### src/rtl/mux_arb_pkg.sv
// Shared types and constants for the two-requester round-robin mux arbiter.
package mux_arb_pkg;

  localparam int unsigned HOLD_CNT_W = 4;
  localparam int unsigned STATS_W    = 8;

  localparam logic SEL_X = 1'b0;
  localparam logic SEL_Y = 1'b1;

  typedef enum logic [1:0] {
    IDLE = 2'd0,
    GX   = 2'd1,
    GY   = 2'd2
  } arb_state_e;

endpackage

### src/rtl/mux_arb_hold_cnt.sv
// Saturating hold-time counter; tc_c flags the last cycle a grant may be held
// while the other side waits.
module mux_arb_hold_cnt
  import mux_arb_pkg::*;
#(
  parameter int unsigned HOLD = 4
) (
  input  logic clk,
  input  logic rst,
  input  logic clr,
  input  logic inc,
  output logic tc_c
);

  localparam logic [HOLD_CNT_W-1:0] TC_VAL = HOLD_CNT_W'(HOLD - 1);

  logic [HOLD_CNT_W-1:0] cnt;

  always_ff @(posedge clk) begin
    if (rst) begin
      cnt <= '0;
    end else if (clr) begin
      cnt <= '0;
    end else if (inc && !tc_c) begin
      cnt <= cnt + HOLD_CNT_W'(1);
    end
  end

  assign tc_c = (cnt == TC_VAL);

endmodule

### src/rtl/mux_arbiter.sv
// Round-robin scheduler with bounded hold for a shared WIDTH-bit 2:1 mux path.
// Define MUX_ARB_STATS_EN to add saturating per-requester grant-cycle counters.
module mux_arbiter
  import mux_arb_pkg::*;
#(
  parameter int unsigned WIDTH = 4,
  parameter int unsigned HOLD  = 4
) (
  input  logic                 clk,
  input  logic                 rst,
  input  logic                 req_x,
  input  logic [WIDTH-1:0]     data_x,
  input  logic                 req_y,
  input  logic [WIDTH-1:0]     data_y,
  output logic                 grant_x,
  output logic                 grant_y,
  output logic                 sel,
  output logic [WIDTH-1:0]     data_out,
`ifdef MUX_ARB_STATS_EN
  output logic [STATS_W-1:0]   cnt_x,
  output logic [STATS_W-1:0]   cnt_y,
`endif
  output logic                 valid
);

  arb_state_e state;
  arb_state_e state_nxt;
  logic       last;
  logic       hold_tc_c;
  logic       enter_c;
  logic       stay_c;

  mux_arb_hold_cnt #(
    .HOLD (HOLD)
  ) u_hold_cnt (
    .clk  (clk),
    .rst  (rst),
    .clr  (enter_c),
    .inc  (stay_c),
    .tc_c (hold_tc_c)
  );

  always_ff @(posedge clk) begin
    if (rst) begin
      state <= IDLE;
    end else begin
      state <= state_nxt;
    end
  end

  // Next-state: last-served side loses ties; hold expiry hands over to a waiting peer.
  always_comb begin
    state_nxt = state;
    enter_c   = 1'b0;
    stay_c    = 1'b0;
    case (state)
      IDLE: begin
        if (req_x && req_y) begin
          state_nxt = last ? GX : GY;
        end else if (req_x) begin
          state_nxt = GX;
        end else if (req_y) begin
          state_nxt = GY;
        end
      end
      GX: begin
        if (!req_x) begin
          state_nxt = req_y ? GY : IDLE;
        end else if (req_y && hold_tc_c) begin
          state_nxt = GY;
        end
      end
      GY: begin
        if (!req_y) begin
          state_nxt = req_x ? GX : IDLE;
        end else if (req_x && hold_tc_c) begin
          state_nxt = GX;
        end
      end
      default: state_nxt = IDLE;
    endcase
    enter_c = (state_nxt != state) && (state_nxt != IDLE);
    stay_c  = (state_nxt == state);
  end

  // sel and last follow grant entries; both hold through IDLE.
  always_ff @(posedge clk) begin
    if (rst) begin
      sel  <= SEL_X;
      last <= 1'b1;
    end else if (enter_c) begin
      sel  <= (state_nxt == GY) ? SEL_Y : SEL_X;
      last <= (state_nxt == GY);
    end
  end

  assign grant_x = (state == GX);
  assign grant_y = (state == GY);
  assign valid   = grant_x | grant_y;

  always_comb begin
    data_out = '0;
    if (state == GY) begin
      data_out = data_y;
    end else if (state == GX) begin
      data_out = data_x;
    end
  end

`ifdef MUX_ARB_STATS_EN
  always_ff @(posedge clk) begin
    if (rst) begin
      cnt_x <= '0;
      cnt_y <= '0;
    end else begin
      if (grant_x && (cnt_x != {STATS_W{1'b1}})) begin
        cnt_x <= cnt_x + STATS_W'(1);
      end
      if (grant_y && (cnt_y != {STATS_W{1'b1}})) begin
        cnt_y <= cnt_y + STATS_W'(1);
      end
    end
  end
`endif

endmodule

### config.mk
export PLATFORM = sky130hd
export DESIGN_NAME = mux_arbiter
export DESIGN_NICKNAME = d
export VERILOG_FILES = /design/src/rtl/mux_arb_pkg.sv /design/src/rtl/mux_arb_hold_cnt.sv /design/src/rtl/mux_arbiter.sv
export SDC_FILE = /design/constraint.sdc
export NUM_CORES = 1
export LEC_CHECK = 0
export ABC_AREA = 0
export CAP_MARGIN = 20
export CORE_MARGIN = 5
export CORE_UTILIZATION = 45
export DETAILED_ROUTE_END_ITERATION = 7
export PLACE_DENSITY = 0.75
export SLEW_MARGIN = 40
export SYNTH_ARGS = -nofsm -noshare
export SYNTH_HDL_FRONTEND = slang
export SYNTH_HIERARCHICAL = 1
export SYNTH_SLANG_ARGS = --single-unit
### constraint.sdc
create_clock -name clk -period 3 [get_ports clk]
set_clock_uncertainty 0.2 [all_clocks]
set_input_delay 0.6 -clock clk [delete_from_list [all_inputs] [get_ports clk]]
set_output_delay 0.6 -clock clk [all_outputs]
set_load 0.05 [all_outputs]
==> impl.org <==
** Critical path
- In this run the critical register-to-register path is captured at u_hold_cnt/cnt[0].
- Delay contributed by the slowest stage of the critical path :: 570 ps
- The setup path with the least slack is of type input pin to flip-flop.
- WP data arrival :: 2790 ps
- Largest driver fanout on the critical path :: 6
- Setup slack of the worst register-to-register path :: 200 ps
- The signal on the critical path passes through clkdlybuf4s50_1 -> buf_4 -> nand2_1 -> a21boi_1 -> a211o_1 -> nand3_1 -> o211ai_1 -> buf_4 -> inv_1 -> o211ai_1 -> nand2_1.
- Buffers plus inverters on the worst setup path :: 4
- Slowest stage cell, crit path :: clkdlybuf4s50_1
- Source of the worst register-to-register timing path :: u_hold_cnt/cnt[0]
- The worst register-to-register path has a depth of 13.
- At the worst endpoint, the required time is 2950 ps.
- Worst Setup End Kind :: flip-flop
- STA classifies the critical path startpoint as an input pin.
- Cell class contributing the biggest share of worst-path delay :: buffers and inverters

** Clock network
- TritonCTS clock tree :: yes
- H-tree depth :: 1
- Clock input transition at the sequential cells of the worst setup and hold paths :: 60 ps
- For the worst-skew pair, the clock arrives at the later sink with an insertion delay of 260 ps.
- Number of buffers inserted during clock tree synthesis :: 3
- # clock sinks :: 8
- # hold bufs at CTS :: 0
- CTS root buffer :: clkbuf_4
- Maximum number of buffers from clock root to sink :: 2

** Finish
- Share of layout cells above drive strength 1 :: 28.7%
- The finished cells cover 1060 sq um.
- Final Instance Count excl. Fillers :: 131
- The layout has 128 filler cells.
- 0 antenna diodes ended up in the layout.
- Number of nets at the end of the flow :: 134
- The area growth from synthesis to layout is 44.7%.

** Min path
- Worst Hold Endpoint :: u_hold_cnt/cnt[1]
- Counting instances, the worst hold path has a depth of 2.
- Source of the worst hold timing path :: u_hold_cnt/cnt[1]
- The tightest min-delay check is of the flip-flop to flip-flop type.

** Floorplan
- For this configuration, the core starts out at a cell density of 48.1%.
- The die is 50.4 um tall.
- I/O pins :: 20
- Area of the core region :: 1520 sq um
- The die covers 2540 sq um.
- The floorplan step set the die width to 50.4 um.
- Row cnt :: 14

** Power and ir drop
- Sw power :: 0.364 mW
- Fraction of power consumed by sequential logic :: 19.0%
- The clock network burns 10.7% of the power.
- Cell internal power was estimated by the tool at 0.425 mW.
- VDD sags by at most 0.000580 V.
- Leakage power :: 0.430 nW
- Of the total power, combinational logic draws 70.3%.
- Dividing total power by cell area gives a power density of 744 nW/um^2.
- In this run switching power makes up 46.1% of total power.
- Post-layout power :: 0.790 mW

** GRT
- The number of antenna violations at the first check in global routing is 0.
- Wire length of the first global-routing pass :: 3310 um
- The total overflow left after global routing is 0.
- Gr usage total :: 16.8%
- The number of global-route vias before repair came to 724.
- Entering global routing, the biggest net connects 10 pins.

** Place
- In this run, placement finished with an instance count of 126.
- Summing all placed instances gives a cell area of 1010 sq um.
- The HPWL after detailed placement is 1480 um.
- Last weighted congestion value of the routability-driven placer :: 0.847
- Buffers placed on the I/O ports in this run total 19.

** Detailed routing
- Number of DRC violations after detailed routing :: 0
- Iteration count of the initial detailed-routing pass :: 4
- DRT iter0 DRCs :: 2
- Vias after detailed routing :: 740
- Remaining antenna violation count after routing :: 0
- The routed design has 1940 um of wire.
- Using the TritonRoute via totals, the vias-per-cell ratio works out to 5.65.
- Detail-routed net length per standard cell :: 14.8 um

** Synthesis
- Async set-or-reset flop fraction in the synthesized netlist :: 0%
- Ranked by total cell area, the synthesized netlist is headed by dfxtp_1 22%, ha_1 8.5%, a22o_2 4.1%.
- Counting flops and latches in the post-synthesis netlist gives 8.
- Sequential elements use 21.8% of the synthesized area.
- Yosys top cell by area :: dfxtp_1
- EDFF count, synth :: 0
- Most instantiated cells after synthesis :: 8 x dfxtp_1, 7 x nand2_1, 5 x a21oi_1, 5 x ha_1
- The most common cell in the synthesized netlist is dfxtp_1.
- Number of warnings reported in the yosys synthesis log :: 6
- Synthesis produced 87 cells.
- Counting every net in the synthesized netlist gives 104.
- Averaged over all synthesized cells, the footprint is 8.43 sq um.
- For this run, the leading register cell type out of synthesis is dfxtp_1.
- Post-synthesis instance area :: 733 sq um
- Synth top area share :: 21.8%
- Post-synthesis cell type count :: 44

** STA
- Setup violations remaining at the end of the flow were counted as 0.
- Final hold violation count :: 0
- The final critical path takes up 94.5% of the cycle.
- For the pin with the worst max-slew slack, the measured transition is 507 ps.
- The max-slew violation count was 0.
- The worst path needs 2830 ps of the cycle, external delays included.
- Based on the critical path, the design can be clocked at up to 353 MHz.
- Max-slew headroom at the worst pin :: 66.1%

** Outcome
- The run finished with clean final reports.

** Flow run
- Max-capacitance violation count :: 0
==> metal layers <==
layer	wire length, um	track usage [%]	share of wire, %
met4	38	9.79	2.0
met3	88	5.62	4.5
met5	0	0	0
met1	911	21.2	47
met2	902	24.7	46
==> final cells by class <==
cell class	instances	area, sq um	share of cell area (%)
Multi-Input combinational cell	71	537	50.6
Timing Repair Buffer	29	305	28.8
Sequential cell	8	160	15.1
Clock buffer	3	22.5	2.12
Tap cell	16	20.0	1.89
Inverter	4	16.3	1.53
==> cells in the final DEF, fill, tap and decap left out, types with 2 or more instances in the layout <==
| cell type | n |
|---|---|
| or3_1 | 2 |
| clkbuf_4 | 3 |
| o211ai_1 | 3 |
| o21bai_1 | 2 |
| o21ai_2 | 3 |
| nand2_1 | 7 |
| buf_12 | 4 |
| nand4b_1 | 2 |
| nand3_1 | 4 |
| nor2_1 | 4 |
| a21oi_1 | 5 |
| ha_1 | 5 |
| inv_1 | 3 |
| dfxtp_1 | 8 |
| buf_4 | 10 |
| clkdlybuf4s50_1 | 15 |
| a22o_2 | 3 |
| nor3_1 | 4 |
==> flip-flops by register name, summed over array words and instances (netlist names) <==
name and cells:
last 1, u_hold_cnt/cnt 4, sel 1, state 2
==> logic make-up after synthesis <==
family	share of synthesized area [%]
compound gates	32.3
buf+inv	6.48
simple gates	28.5
flops	21.8
fa+ha+maj	8.53
xor+xnor	2.39
==> timing repair <==
item	4_1_cts	5_1_grt
resized for setup	0	2
buffers inserted	0	2
setup endpoints to repair	0	4
==> how the worst max path moves through the flow <==
stage / from / endpoint / slack [ps] / cells after the start
2_1_floorplan: state[0] / u_hold_cnt/cnt[3] / 30 / 12
3_3_place_gp: req_x / u_hold_cnt/cnt[3] / -10 / 10
3_5_place_dp: req_x / u_hold_cnt/cnt[3] / -120 / 10
4_1_cts: u_hold_cnt/cnt[0] / u_hold_cnt/cnt[3] / 110 / 12
5_1_grt: u_hold_cnt/cnt[0] / u_hold_cnt/cnt[0] / -30 / 13
6_report: req_x / u_hold_cnt/cnt[0] / 170 / 11
==> power groups by stage <==
stage / registers, mW / logic, mW / clock network (mW)
after global routing: 0.154 / 0.596 / 0.0930
final: 0.150 / 0.555 / 0.0848
after CTS: 0.150 / 0.522 / 0.0875
after detailed placement: 0.152 / 0.518 / 0
after global placement: 0.151 / 0.509 / 0
after floorplan: 0.159 / 0.328 / 0
==> tightest hold or removal path, delay by kind of cell (launching register included) <==
kind,cells,cell delay (ps)
AO/OA/AOI/OAI,2,120
flip-flops,1,330
==> per-stage QoR <==
step / util [%] / setup slack (ps) / hold WS [ps] / TNS (ps)
floorplan: - / 28.4 / 263 / 0
global placement: 66.4 / -9.89 / 282 / -9.89
detailed placement: 66.4 / -117 / 289 / -319
CTS: 67.9 / 114 / 296 / 0
global route: 69.6 / -25.5 / 342 / -25.5
finish: 69.6 / 166 / 293 / 0
(Power assumes the default switching activity.)
